[src/rtl/counter_pkg.sv]
// rtl/counter_pkg.sv - shared direction/mode encodings and next-state select for the up/down counter
package counter_pkg;

    localparam logic DIR_DOWN  = 1'b0;
    localparam logic DIR_UP    = 1'b1;
    localparam logic MODE_WRAP = 1'b0;
    localparam logic MODE_SAT  = 1'b1;

    typedef enum logic [2:0] {
        SEL_HOLD,
        SEL_LOAD,
        SEL_INC,
        SEL_DEC,
        SEL_WRAP_LO,
        SEL_WRAP_HI,
        SEL_SAT
    } next_sel_e;

endpackage

[src/rtl/updown_next_calc.sv]
// rtl/updown_next_calc.sv - combinational step value, boundary events and terminal count
module updown_next_calc
    import counter_pkg::*;
#(
    parameter int WIDTH = 4
) (
    input  logic [WIDTH-1:0] count,
    input  logic [WIDTH-1:0] limit,
    input  logic             up_down,
    input  logic             sat_mode,
    output next_sel_e        step_sel,
    output logic [WIDTH-1:0] step_val,
    output logic             up_evt,
    output logic             dn_evt,
    output logic             tc
);

    localparam logic [WIDTH-1:0] ONE = {{(WIDTH-1){1'b0}}, 1'b1};

    always_comb begin
        step_sel = SEL_INC;
        step_val = count;
        up_evt   = 1'b0;
        dn_evt   = 1'b0;
        if (up_down == DIR_UP) begin
            if (count < limit) begin
                step_sel = SEL_INC;
                step_val = count + ONE;
            end else begin
                // A count above limit (after a load) also takes the boundary path.
                up_evt = 1'b1;
                if (sat_mode == MODE_SAT) begin
                    step_sel = SEL_SAT;
                    step_val = limit;
                end else begin
                    step_sel = SEL_WRAP_LO;
                    step_val = '0;
                end
            end
        end else begin
            if (count != '0) begin
                step_sel = SEL_DEC;
                step_val = count - ONE;
            end else begin
                dn_evt = 1'b1;
                if (sat_mode == MODE_SAT) begin
                    step_sel = SEL_SAT;
                    step_val = '0;
                end else begin
                    step_sel = SEL_WRAP_HI;
                    step_val = limit;
                end
            end
        end
    end

    assign tc = (up_down == DIR_UP) ? (count >= limit) : (count == '0);

endmodule

[src/rtl/updown_counter_param.sv]
// rtl/updown_counter_param.sv - parametrised up/down counter with load, wrap/saturate and sticky flags
module updown_counter_param
    import counter_pkg::*;
#(
    parameter int          WIDTH     = 4,
    parameter int unsigned RESET_VAL = 0
) (
    input  logic             clk,
    input  logic             reset,
    input  logic             en,
    input  logic             up_down,
    input  logic             sat_mode,
    input  logic [WIDTH-1:0] limit,
    input  logic             load,
    input  logic [WIDTH-1:0] load_val,
    input  logic             clr_flags,
    output logic [WIDTH-1:0] count,
    output logic             tc,
    output logic             ovf,
    output logic             udf
);

    localparam logic [WIDTH-1:0] RESET_COUNT = RESET_VAL[WIDTH-1:0];

    logic [WIDTH-1:0] count_q, count_d;
    logic             ovf_q, ovf_d;
    logic             udf_q, udf_d;
    next_sel_e        step_sel, sel;
    logic [WIDTH-1:0] step_val;
    logic             up_evt, dn_evt, step_en;

    updown_next_calc #(.WIDTH(WIDTH)) u_next_calc (
        .count    (count_q),
        .limit    (limit),
        .up_down  (up_down),
        .sat_mode (sat_mode),
        .step_sel (step_sel),
        .step_val (step_val),
        .up_evt   (up_evt),
        .dn_evt   (dn_evt),
        .tc       (tc)
    );

    assign step_en = en && !load;

    always_comb begin
        sel     = SEL_HOLD;
        count_d = count_q;
        if (load) begin
            sel = SEL_LOAD;
        end else if (en) begin
            sel = step_sel;
        end
        case (sel)
            SEL_HOLD: count_d = count_q;
            SEL_LOAD: count_d = load_val;
            default:  count_d = step_val;
        endcase
    end

    // A boundary event on the clearing edge keeps its own flag set.
    always_comb begin
        ovf_d = (step_en && up_evt) || (ovf_q && !clr_flags);
        udf_d = (step_en && dn_evt) || (udf_q && !clr_flags);
    end

    always_ff @(posedge clk) begin
        if (reset) begin
            count_q <= RESET_COUNT;
            ovf_q   <= 1'b0;
            udf_q   <= 1'b0;
        end else begin
            count_q <= count_d;
            ovf_q   <= ovf_d;
            udf_q   <= udf_d;
        end
    end

    assign count = count_q;
    assign ovf   = ovf_q;
    assign udf   = udf_q;

endmodule

[config.mk]
export PLATFORM = sky130hd
export DESIGN_NAME = updown_counter_param
export DESIGN_NICKNAME = d
export VERILOG_FILES = /design/src/rtl/counter_pkg.sv /design/src/rtl/updown_next_calc.sv /design/src/rtl/updown_counter_param.sv
export SDC_FILE = /design/constraint.sdc
export NUM_CORES = 1
export LEC_CHECK = 0
export ABC_AREA = 0
export BUFFER_PORTS_ARGS = -buffer_cell sky130_fd_sc_hd__buf_2
export CORE_MARGIN = 1.5
export CORE_UTILIZATION = 49
export CTS_CLUSTER_DIAMETER = 80
export DETAILED_ROUTE_END_ITERATION = 8
export PLACE_DENSITY = 0.78
export SLEW_MARGIN = 20
export SYNTH_ARGS = -nofsm -noshare
export SYNTH_HDL_FRONTEND = slang
export SYNTH_SLANG_ARGS = --single-unit
[constraint.sdc]
create_clock -name clk -period 2.1 [get_ports clk]
set_input_delay 0.21 -clock clk [delete_from_list [all_inputs] [get_ports clk]]
set_output_delay 0.21 -clock clk [all_outputs]
set_load 0.01 [all_outputs]
Word level (Yosys, flattened, before mapping)
Index checks and enable logic that the tools add are counted.
{ "word_totals": {"register_bits": 6, "mem_bits_ro": 0, "input_bits": 15, "latch_bits": 0, "wordCells": 38, "mem_count": 0, "mem_bits_rw": 0, "output_inout_bits": 7} }
{ "classes": {"eq_ne": 1, "mux": 18, "n_reduce_logical": 12, "n_div": 0, "add_sub_neg": 2, "order_cmp": 2, "multipliers": 0, "bitwise_logic": 0, "shift": 0} }
{ "op_table": {"columns": ["cell", "n"], "rows": [
  ["4-bit 2-to-1 mux", 5],
  ["3-bit 2-to-1 mux", 5],
  ["4-bit one-hot mux with 2 select lines", 1],
  ["1-bit logical AND", 5],
  ["1-bit 2-to-1 mux", 5],
  ["4-bit by 1-bit adder with 4-bit output, second input constant", 1],
  ["4-bit >= comparator", 1],
  ["4-bit zero test", 1],
  ["4-bit less-than comparator", 1],
  ["2-bit 2-to-1 mux", 2],
  ["4-bit nonzero test", 1],
  ["4-bit by 1-bit subtractor with 4-bit output, second input constant", 1],
  ["3-bit by 1-bit == test with 1-bit output, second input constant", 1],
  ["3-bit zero test", 1],
  ["1-bit zero test", 2],
  ["1-bit logical OR", 2]
]} }

Depth between registers and ports, before layout
{ "logic_depth": {"ltp_word": 7, "ltp_mapped": 6, "mapped_depth_nobuf": 6} }

Hierarchy
Synthesis repeated with hierarchy kept, for this count alone.
{ "hier_totals": {"hier_cells": 84, "hier_area_um2": 660.6} }
{ "by_module_without_submodules": {"columns": ["mod", "cells_per_inst", "seq_area_each_um2", "area_per_inst_um2", "n_inst"], "rows": [
  ["updown_next_calc", 55, 0.0, 380.4, 1],
  ["updown_counter_param", 29, 120.1, 280.3, 1]
]} }

Worst setup path after synthesis
OpenSTA, ideal clock, no wires.
{ "synth_path": {"kind": "register to output", "start": "register count_q[1] (netlist: count[1])", "end": "output port tc", "path_buffers": 0, "required_time_ps": 1890, "path_stages_with_launch": 5, "arrival_ps": 1406, "path_slack_ps": 484, "path_cell_list": "dfxtp_1 ha_1 nor2b_1 o211ai_1 a41oi_1"} }
{ "synth_via": {"elab_chain_cells": 2, "word_cells_on_any_way": 3, "cone_classes": "1 x order compare; 1 x mux; 1 x reduce/logical"} }
{ "synth_rtl": {"columns": ["element", "line", "rtl"], "rows": [
  ["start, declared", "updown_counter_param.sv:25", "logic [WIDTH-1:0] count_q, count_d;"],
  ["start signal, assigned", "updown_counter_param.sv:73", "count_q <= count_d;"],
  ["4-bit >= comparator / 4-bit zero test (equally long branches)", "updown_next_calc.sv:57", "assign tc = (up_down == DIR_UP) ? (count >= limit) : (count == '0);"],
  ["1-bit 2-to-1 mux *", "updown_next_calc.sv:57", null],
  ["end, declared", "updown_counter_param.sv:18", "output logic tc,"]
]} }
Mark *: on every way between the ends. The rest lies on a longest branch, timed or not.

Worst setup path after layout
{ "layout_path": {"start": "register count_q[0] (netlist: count[0])", "end": "output port tc"} }
Same word-level chain as after synthesis.

==> impl_metrics.tcl <==
set metrics [dict create \
    status "complete, no violations" \
    synth_top_area_share_pct 17.8 \
    cts_buffers 3 \
    fin_skew_ns 0.00844 \
    initial_utilization_pct 52.4 \
    synth_edf_count 0 \
    r2r-end "count[2]$_SDFFE_PP0P_" \
    slew_viol_final 0 \
    die_w_um 40.1 \
    grt_use_total_pct 25.6 \
    cts_resized 0 \
    power_density_nw_per_um2 520 \
    hold-path-cell-count 2 \
    yosysTopAreaCell "dfxtp_1" \
    cp_max_fo 7 \
    overflow 0 \
    critical_path_class "reg2out" \
    hold_start "reset" \
    hpwl_mm 1.37 \
    cts_sinks 6 \
    tightest_slew_ns 0.334 \
    synth.area.top_cells "dfxtp_1 18%, ha_1 13%, nand4_1 4.6%" \
    rows 13 \
    antenna_found_initial 0 \
    num_vias 733 \
    firstDrtPassIters 4 \
    critPathBufInv 2 \
    holdWs_ns 0.217 \
    required_ns 1.89 \
    r2r_start "count[1]$_SDFFE_PP0P_" \
    synth_seq_cells 6 \
    grt_max_degree 13 \
    ant_nets 0 \
    diodes 0 \
    drtIter0Drc 27 \
    viasPerCell 6.11 \
    synth_cell_types 35 \
    reg2reg_slack_ns 0.37 \
    clock_path_buffers 2 \
    hold_class "in2reg" \
    crit_family "simple AND/OR/NAND/NOR gates" \
    synthFlopType "dfxtp_1" \
    synth_area_sq_um 673 \
    cts_tree "built" \
    ys.warnings.count 0 \
    synth_nets 102 \
    ioPinCount 22 \
    max_slew_margin_pct 77.7 \
    drc_errors 0 \
    worstSkewPairLatency_ns 0.25 \
    tns_ns 0 \
    cpMaxStageDelayCell "dfxtp_1" \
    setup_viol 0 \
    ys_seq_area_share_pct 17.8 \
    clkTransAtPathRegs_ns 0.05 \
    worstHoldEndpoint "count[2]$_SDFFE_PP0P_" \
    wl_mm 1.75 \
    gp_congestion 0.809 \
    holdBufCountCts 0 \
    area_growth_syn_to_layout_pct 22.5 \
    r2r_cells 6 \
    async_flop_share_pct 0 \
    finalCriticalPeriod_ns 1.96 \
    grt_pass1_vias 635 \
    crit_chain "inv_1 > ha_1 > nor3b_1 > nor2_1 > a41oi_1 > buf_2" \
    rsz0062_at_grt "false" \
    htree_levels 1 \
    p_leak_nw 0.390 \
    max_clock_freq_ghz 0.511 \
    wl_per_cell_um 14.5 \
    grt_pass1_wl_mm 2.73 \
    drive_above_1_share_pct 32.4 \
    startpoint_type "flop" \
    die_area_sq_um 1610 \
    core_area_sq_um 1280 \
    critPathMaxStageDelay_ns 0.36 \
    cap_violations 0 \
    nNetsFinal 129 \
    syn_avg_cell_area_sq_um 8.41 \
    root_buffer "clkbuf_4" \
    critPathArrivalTime_ns 1.75 \
    vdd_drop_max_v 0.000284 \
    hold_violations 0 \
    dieHeight_um 40.1 \
    postSynthCellCount 80 \
    period_share_pct 93.2 \
    end_kind "primary output" \
    place.port_buffers 21 \
]
==> state kept, by name, summed over array words and instances (netlist names) <==
name and count:
count 4, ovf 1, udf 1
==> Yosys cell counts, types with 2 or more instances <==
library cell / count
ha_1: 7
inv_1: 7
a21oi_1: 6
dfxtp_1: 6
nand4_1: 5
nand2b_1: 4
nor2b_1: 4
a31oi_1: 3
nand2_1: 3
nor3b_1: 3
o211ai_1: 3
buf_2: 2
buf_6: 2
nor2_1: 2
o31ai_1: 2
or3_1: 2
==> cells by family (layout without fill, tap and decap cells) <==
family	Yosys count	after routing	synth area share [%]
buf+inv	11	36	8.74
simple gates	28	28	27.3
fa+ha+maj	7	7	13.0
compound gates	25	25	28.3
mux	1	1	2.23
xor+xnor	2	2	2.60
flops	6	6	17.8
==> stage by stage <==
stage	worst slack (ns)	util, %	total power [mW]	cell area (sq um)	std cells
CTS	0.0305	63.0	0.426	810	118
finish	0.143	64.2	0.429	825	120
global route	0.0231	64.2	0.462	825	120
detailed placement	0.296	61.2	0.315	787	115
floorplan	0.484	-	0.260	673	80
global placement	0.324	61.2	0.310	787	115
==> cell usage in the layout, fill, tap and decap left out, drive strengths merged, types with 2 or more instances in the layout <==
cell / n
nand4: 5
o31ai: 2
a311oi: 2
or3: 2
clkbuf: 3
a21oi: 6
buf: 26
nand2: 3
dfxtp: 6
nand2b: 4
nor2: 2
nor3b: 3
nor2b: 4
a31oi: 3
o211ai: 4
inv: 7
ha: 7
==> metal layers <==
| layer | share of wire [%] | track usage (%) | vias to the layer above |
|---|---|---|---|
| met4 | 0.52 | 0 | 0 |
| met2 | 49 | 45.2 | 46 |
| li1 | - | - | 357 |
| met1 | 42 | 31.7 | 328 |
| met3 | 8.1 | 8.33 | 2 |
| met5 | 0 | 0 | - |
==> what timing repair did <==
item                                    in CTS  in global routing
endpoints found under the setup margin       0                  1
endpoints found under the hold margin        0                  0
setup buffers                                0                  2
==> worst max path at each step <==
stage | startpoint | endpoint | slack, ns | depth (start not counted)
2_1_floorplan | count[1]$_SDFFE_PP0P_ | tc | 0.48 | 4
3_3_place_gp | count[1]$_SDFFE_PP0P_ | tc | 0.32 | 5
3_5_place_dp | count[1]$_SDFFE_PP0P_ | tc | 0.30 | 5
4_1_cts | count[1]$_SDFFE_PP0P_ | tc | 0.03 | 5
5_1_grt | count[0]$_SDFFE_PP0P_ | tc | 0.02 | 6
6_report | count[0]$_SDFFE_PP0P_ | tc | 0.14 | 6
==> power by group <==
group	internal (mW)	leakage (nW)	switching, mW
Combinational	0.0876	0.327	0.101
Sequential	0.123	0.0493	0.00987
Clock	0.0647	0.0138	0.0430
Total	0.275	0.390	0.154
==> area by class of cell <==
cell class,instances,area (sq um)
Timing Repair Buffer,26,143
Multi-Input combinational cell,63,494
Inverter,7,26.3
Tap cell,15,18.8
Fill cell,111,460
Sequential cell,6,120
Clock buffer,3,22.5
==> worst register-to-register path, stage by stage, from the launching register on <==
cell	delay, ns
dfxtp_1	0.43
ha_1	0.29
nor2b_1	0.15
o211ai_1	0.28
buf_4	0.19
nand4_1	0.10
a311oi_2	0.22
Power figures use the tool's default switching activity.
